### config.mk
export PLATFORM = sky130hd
export DESIGN_NAME = jk_bank_sequencer
export DESIGN_NICKNAME = d
export VERILOG_FILES = /design/src/rtl/jk_bank_sequencer.sv
export SDC_FILE = /design/constraint.sdc
export NUM_CORES = 1
export LEC_CHECK = 0
export BUFFER_PORTS_ARGS = -buffer_cell sky130_fd_sc_hd__buf_2
export CORE_MARGIN = 10
export CORE_UTILIZATION = 40
export CTS_BUF_LIST = sky130_fd_sc_hd__clkbuf_4
export CTS_CLUSTER_DIAMETER = 100
export DETAILED_ROUTE_END_ITERATION = 10
export PLACE_DENSITY = 0.72
export SLEW_MARGIN = 0
export SYNTH_ARGS = -nofsm -noshare
export SYNTH_HDL_FRONTEND = slang
export SYNTH_SLANG_ARGS = --single-unit
### constraint.sdc
create_clock -name CLK -period 9.1 [get_ports CLK]
set_clock_uncertainty 0.1 [all_clocks]
set_input_delay 2.275 -clock CLK [delete_from_list [all_inputs] [get_ports CLK]]
set_output_delay 2.275 -clock CLK [all_outputs]
set_load 0.02 [all_outputs]
### src/rtl/jk_bank_sequencer.sv
// Command sequencer for a bank of negedge JK flip-flops: drives J/K on posedge,
// checks the bank's Q against the expected next state after every step.
module jk_bank_sequencer #(
   parameter int WIDTH = 4,
   parameter int CNT_W = 8
) (
   input  logic             CLK,
   input  logic             reset,
   input  logic             cmd_valid,
   output logic             cmd_ready,
   input  logic [2:0]       cmd_op,
   input  logic [WIDTH-1:0] cmd_data,
   input  logic [CNT_W-1:0] cmd_count,
   input  logic [WIDTH-1:0] q_in,
   output logic [WIDTH-1:0] j_out,
   output logic [WIDTH-1:0] k_out,
   output logic             busy,
   output logic             done,
   output logic             error,
   output logic             tc
);

   localparam logic [2:0] OP_NOP    = 3'b000;
   localparam logic [2:0] OP_CLEAR  = 3'b001;
   localparam logic [2:0] OP_LOAD   = 3'b010;
   localparam logic [2:0] OP_UP     = 3'b011;
   localparam logic [2:0] OP_DOWN   = 3'b100;
   localparam logic [2:0] OP_TOGGLE = 3'b101;
   localparam logic [2:0] OP_HOLD   = 3'b110;
   localparam logic [2:0] OP_RSV    = 3'b111;

   typedef enum logic [1:0] {IDLE, APPLY, DONE} state_t;

   state_t           state_reg;
   logic [2:0]       op_reg;
   logic [WIDTH-1:0] exp_reg;
   logic [CNT_W-1:0] cnt_reg;
   logic             wrap_reg;

   logic [WIDTH-1:0] up_en;
   logic [WIDTH-1:0] dn_en;
   logic [2:0]       sel_op;
   logic [WIDTH-1:0] exc_j;
   logic [WIDTH-1:0] exc_k;
   logic [WIDTH-1:0] exc_e;
   logic             exc_wrap;
   logic             op_is_count;

   // Bit i of a counter toggles when every lower bit is 1 (up) or 0 (down).
   genvar gi;
   generate
      for (gi = 0; gi < WIDTH; gi++) begin : g_prefix
         if (gi == 0) begin : g_lsb
            assign up_en[gi] = 1'b1;
            assign dn_en[gi] = 1'b1;
         end else begin : g_upper
            assign up_en[gi] = &q_in[gi-1:0];
            assign dn_en[gi] = ~|q_in[gi-1:0];
         end
      end
   endgenerate

   // In IDLE the excitation is for the incoming command; in APPLY it is the next count step.
   assign sel_op = (state_reg == IDLE) ? cmd_op : op_reg;

   always_comb begin
      exc_j    = '0;
      exc_k    = '0;
      exc_e    = q_in;
      exc_wrap = 1'b0;
      case (sel_op)
         OP_CLEAR: begin
            exc_k = '1;
            exc_e = '0;
         end
         OP_LOAD: begin
            exc_j = cmd_data;
            exc_k = ~cmd_data;
            exc_e = cmd_data;
         end
         OP_TOGGLE: begin
            exc_j = cmd_data;
            exc_k = cmd_data;
            exc_e = q_in ^ cmd_data;
         end
         OP_UP: begin
            exc_j    = up_en;
            exc_k    = up_en;
            exc_e    = q_in + WIDTH'(1);
            exc_wrap = &q_in;
         end
         OP_DOWN: begin
            exc_j    = dn_en;
            exc_k    = dn_en;
            exc_e    = q_in - WIDTH'(1);
            exc_wrap = ~|q_in;
         end
         default: ;
      endcase
   end

   assign op_is_count = (op_reg == OP_UP) || (op_reg == OP_DOWN);
   assign cmd_ready   = (state_reg == IDLE);
   assign busy        = (state_reg != IDLE);

   always_ff @(posedge CLK or negedge reset) begin
      if (!reset) begin
         state_reg <= IDLE;
         op_reg    <= OP_NOP;
         exp_reg   <= '0;
         cnt_reg   <= '0;
         wrap_reg  <= 1'b0;
         j_out     <= '0;
         k_out     <= '0;
         done      <= 1'b0;
         error     <= 1'b0;
         tc        <= 1'b0;
      end else begin
         done  <= 1'b0;
         error <= 1'b0;
         case (state_reg)
            IDLE: begin
               if (cmd_valid) begin
                  tc      <= 1'b0;
                  op_reg  <= cmd_op;
                  cnt_reg <= cmd_count;
                  case (cmd_op)
                     OP_RSV: error <= 1'b1;
                     OP_NOP, OP_HOLD: begin
                        state_reg <= DONE;
                        done      <= 1'b1;
                     end
                     default: begin
                        if ((cmd_op == OP_UP || cmd_op == OP_DOWN) && cmd_count == '0) begin
                           state_reg <= DONE;
                           done      <= 1'b1;
                        end else begin
                           state_reg <= APPLY;
                           j_out     <= exc_j;
                           k_out     <= exc_k;
                           exp_reg   <= exc_e;
                           wrap_reg  <= exc_wrap;
                        end
                     end
                  endcase
               end
            end
            APPLY: begin
               if (q_in != exp_reg) begin
                  state_reg <= IDLE;
                  j_out     <= '0;
                  k_out     <= '0;
                  error     <= 1'b1;
               end else begin
                  tc <= tc | wrap_reg;
                  if (op_is_count && cnt_reg > CNT_W'(1)) begin
                     cnt_reg  <= cnt_reg - CNT_W'(1);
                     j_out    <= exc_j;
                     k_out    <= exc_k;
                     exp_reg  <= exc_e;
                     wrap_reg <= exc_wrap;
                  end else begin
                     state_reg <= DONE;
                     j_out     <= '0;
                     k_out     <= '0;
                     done      <= 1'b1;
                  end
               end
            end
            DONE:    state_reg <= IDLE;
            default: state_reg <= IDLE;
         endcase
      end
   end

endmodule

==> results.ini <==
[outcome]
status = finished, final reports clean

[logic_synthesis]
synth_nets = 260
synth_edf_count = 0
ys_ff_latch = 29
synth-main-ff-cell = dfrtp_1
syn_inst = 233
ys_seq_area_frac = 0.334
syn_avg_cell_area_um2 = 9.33
synthArstFlopShare = 1.00
syn_area_um2 = 2170
synth_cell_type_count = 66
yosysWarnings = 0

[clocking]
post_cts_buffers = 0
htree_levels = 2
clk_latency_ps = 330
clockRootBuffer = clkbuf_4
post_cts_resized = 0
cts-buffers-inserted = 5
path_clk_slew_ps = 110
cts_hold_buf = 0
cts_buffer_depth = 2
cts.sinks = 29
cts_tree = done

[timing]
worst_slack_ps = 4250
setup_tns_ps = 0
clock.fmax_ghz = 0.206
tightest_slew_ps = 963
hold_violations = 0
finalMaxSlewViolations = 0
whs_ps = 418
post-route-min-period_ps = 4850
max-slew-margin-rel = 0.356
finalCritPeriodShare = 0.533
rsz0062_at_grt = false
setup_viol = 0

[global_route]
overflow = 0
grt_pass1_wl_mm = 10.1
track_usage = 0.138
use_met2 = 0.224
met1_usage = 0.179
first_global_vias = 2007
grt.busiest_layer = met2
use_met3 = 0.0344
grt_antenna_before_repair = 0
grt_max_degree = 30

[place]
dpl.hpwl_mm = 4.48
io_buffers = 34
globalplace.congestion = 0.895
dp.cells = 323
pre_cts_slack_ps = 3950
placed_cell_area_um2 = 2350

[finish]
final.fill_count = 541
final_nets = 287
drive_gt1_frac = 0.245
fin_area_um2 = 2410
multiInputGateArea_um2 = 1330
seqCellArea_um2 = 726
mostFrequentLayoutCell = buf_2
largest_register_ffs = 8
final_cell_mix = buf_2 (34), dfrtp_1 (29), nor2_1 (16)
final_cells = 331
final_util = 0.463
area.growth.synth_to_final_pct = 10.8
n_antenna_cell = 0

[min_path]
min_to = k_out[2]$_DFFE_PN0P_
hold_depth = 1
hold_path_class = flop to flop
hold_start = k_out[2]$_DFFE_PN0P_

[floorplanning]
dieHeight_um = 93.7
start_util = 0.418
rows = 26
die_area_um2 = 8790
core_um2 = 5200
die_w_um = 93.7
ios = 35

[setup_path]
cp-end-kind = flop
start_kind = input port
r2r_slack_ps = 5380
cp.arrival_ps = 4990
required_ps = 9230
r2r_end = exp_reg[3]$_DFFE_PN0P_
reg2reg_depth = 9
critical_path_class = input port to flop
rr_startpoint = state_reg[1]$_DFFE_PN0P_
path_max_fanout = 12

[routing]
via_per_inst = 6.26
drt_iter0_markers = 209
drc_errors = 0
drtAntennaViolNets = 0
vias = 2071
drt-pass1-iter-count = 7
drt-total-wl_mm = 5.93
wire_per_inst_um = 17.9

[power_and_ir_drop]
pwr-share-clk = 0.098
p_leak_nw = 1.04
pwr-share-comb = 0.597
p_switching_uw = 391
switching_share = 0.486
intPower_uw = 412
vdd_drop_max_mv = 0.0952
power.total_uw = 803
pwr-share-seq = 0.305
cellPowerDensity_nw_per_um2 = 333

[run]
cap_violations = 0

-- power by group through the flow --
stage          registers (mW)  clock network (mW)  logic, mW
6_report                0.245              0.0789      0.479
3_5_place_dp            0.247                   0      0.475
3_3_place_gp            0.244                   0      0.469
2_1_floorplan           0.245                   0      0.364
5_1_grt                 0.256              0.0865      0.525
4_1_cts                 0.244              0.0815      0.478
-- kinds of logic after synthesis --
logic type,share of synthesized area
DFF,0.334
and+or+nand+nor,0.176
adders and majority gates,0.0322
AOI/OAI and AO/OA,0.295
xor gates and xnor gates,0.0242
muxes,0.0869
buffers and inverters,0.0529
-- worst max path at each step --
stage | startpoint | endpoint | slack (ps)
2_1_floorplan | cmd_op[0] | exp_reg[3]$_DFFE_PN0P_ | 4310
3_3_place_gp | cmd_op[0] | exp_reg[3]$_DFFE_PN0P_ | 4020
3_5_place_dp | cmd_op[0] | exp_reg[3]$_DFFE_PN0P_ | 3950
4_1_cts | cmd_op[0] | exp_reg[3]$_DFFE_PN0P_ | 4280
5_1_grt | cmd_op[0] | exp_reg[3]$_DFFE_PN0P_ | 4120
6_report | cmd_op[0] | exp_reg[3]$_DFFE_PN0P_ | 4250
-- cell type report --
class,instances,area share
multi-input combinational,181,0.554
sequential,29,0.301
timing repair buffer,34,0.0706
tap,70,0.0364
clock buffer,5,0.0156
inverter,9,0.0151
clock inverter,3,0.00727
-- per-layer routing --
metal / up-vias / share of wire
met5: - / 0
met4: 0 / 0.011
met3: 8 / 0.065
met2: 79 / 0.47
met1: 1020 / 0.45
li1: 964 / -
-- worst max-delay path, cell delays in order --
cell	delay [ps]
buf_2	140
nor3b_1	180
or2_2	450
nor2_1	430
ha_1	320
a21o_1	170
a21oi_1	180
xor2_1	190
mux2_2	350
o41ai_1	300
-- cell usage after synthesis, types with 3 or more instances --
library cell  number  area (um2)
nand3_1            7        35.0
o21ai_1            4        20.0
nor4_1             4        25.0
o211ai_1           3        22.5
o21a_1             4        30.0
o22ai_1            7        43.8
clkbuf_1           3        11.3
o21ai_0            7        35.0
a2bb2oi_1          4        35.0
nor2_1            16        60.1
nor3_1             4        20.0
a31oi_1            4        25.0
xor2_1             5        43.8
ha_1               4        50.1
inv_1              8        30.0
mux2_2             8        90.1
a22o_1             8        70.1
a221o_1            5        50.1
buf_4              3        22.5
nand2b_1           3        18.8
buf_2              6        30.0
dfrtp_1           29         726
mux2i_1            7        70.1
nand2_1           13        48.8
a211oi_1           4        30.0
a21oi_1           12        60.1
o31ai_1            3        22.5
No activity file was read; power rests on OpenSTA's default activity.
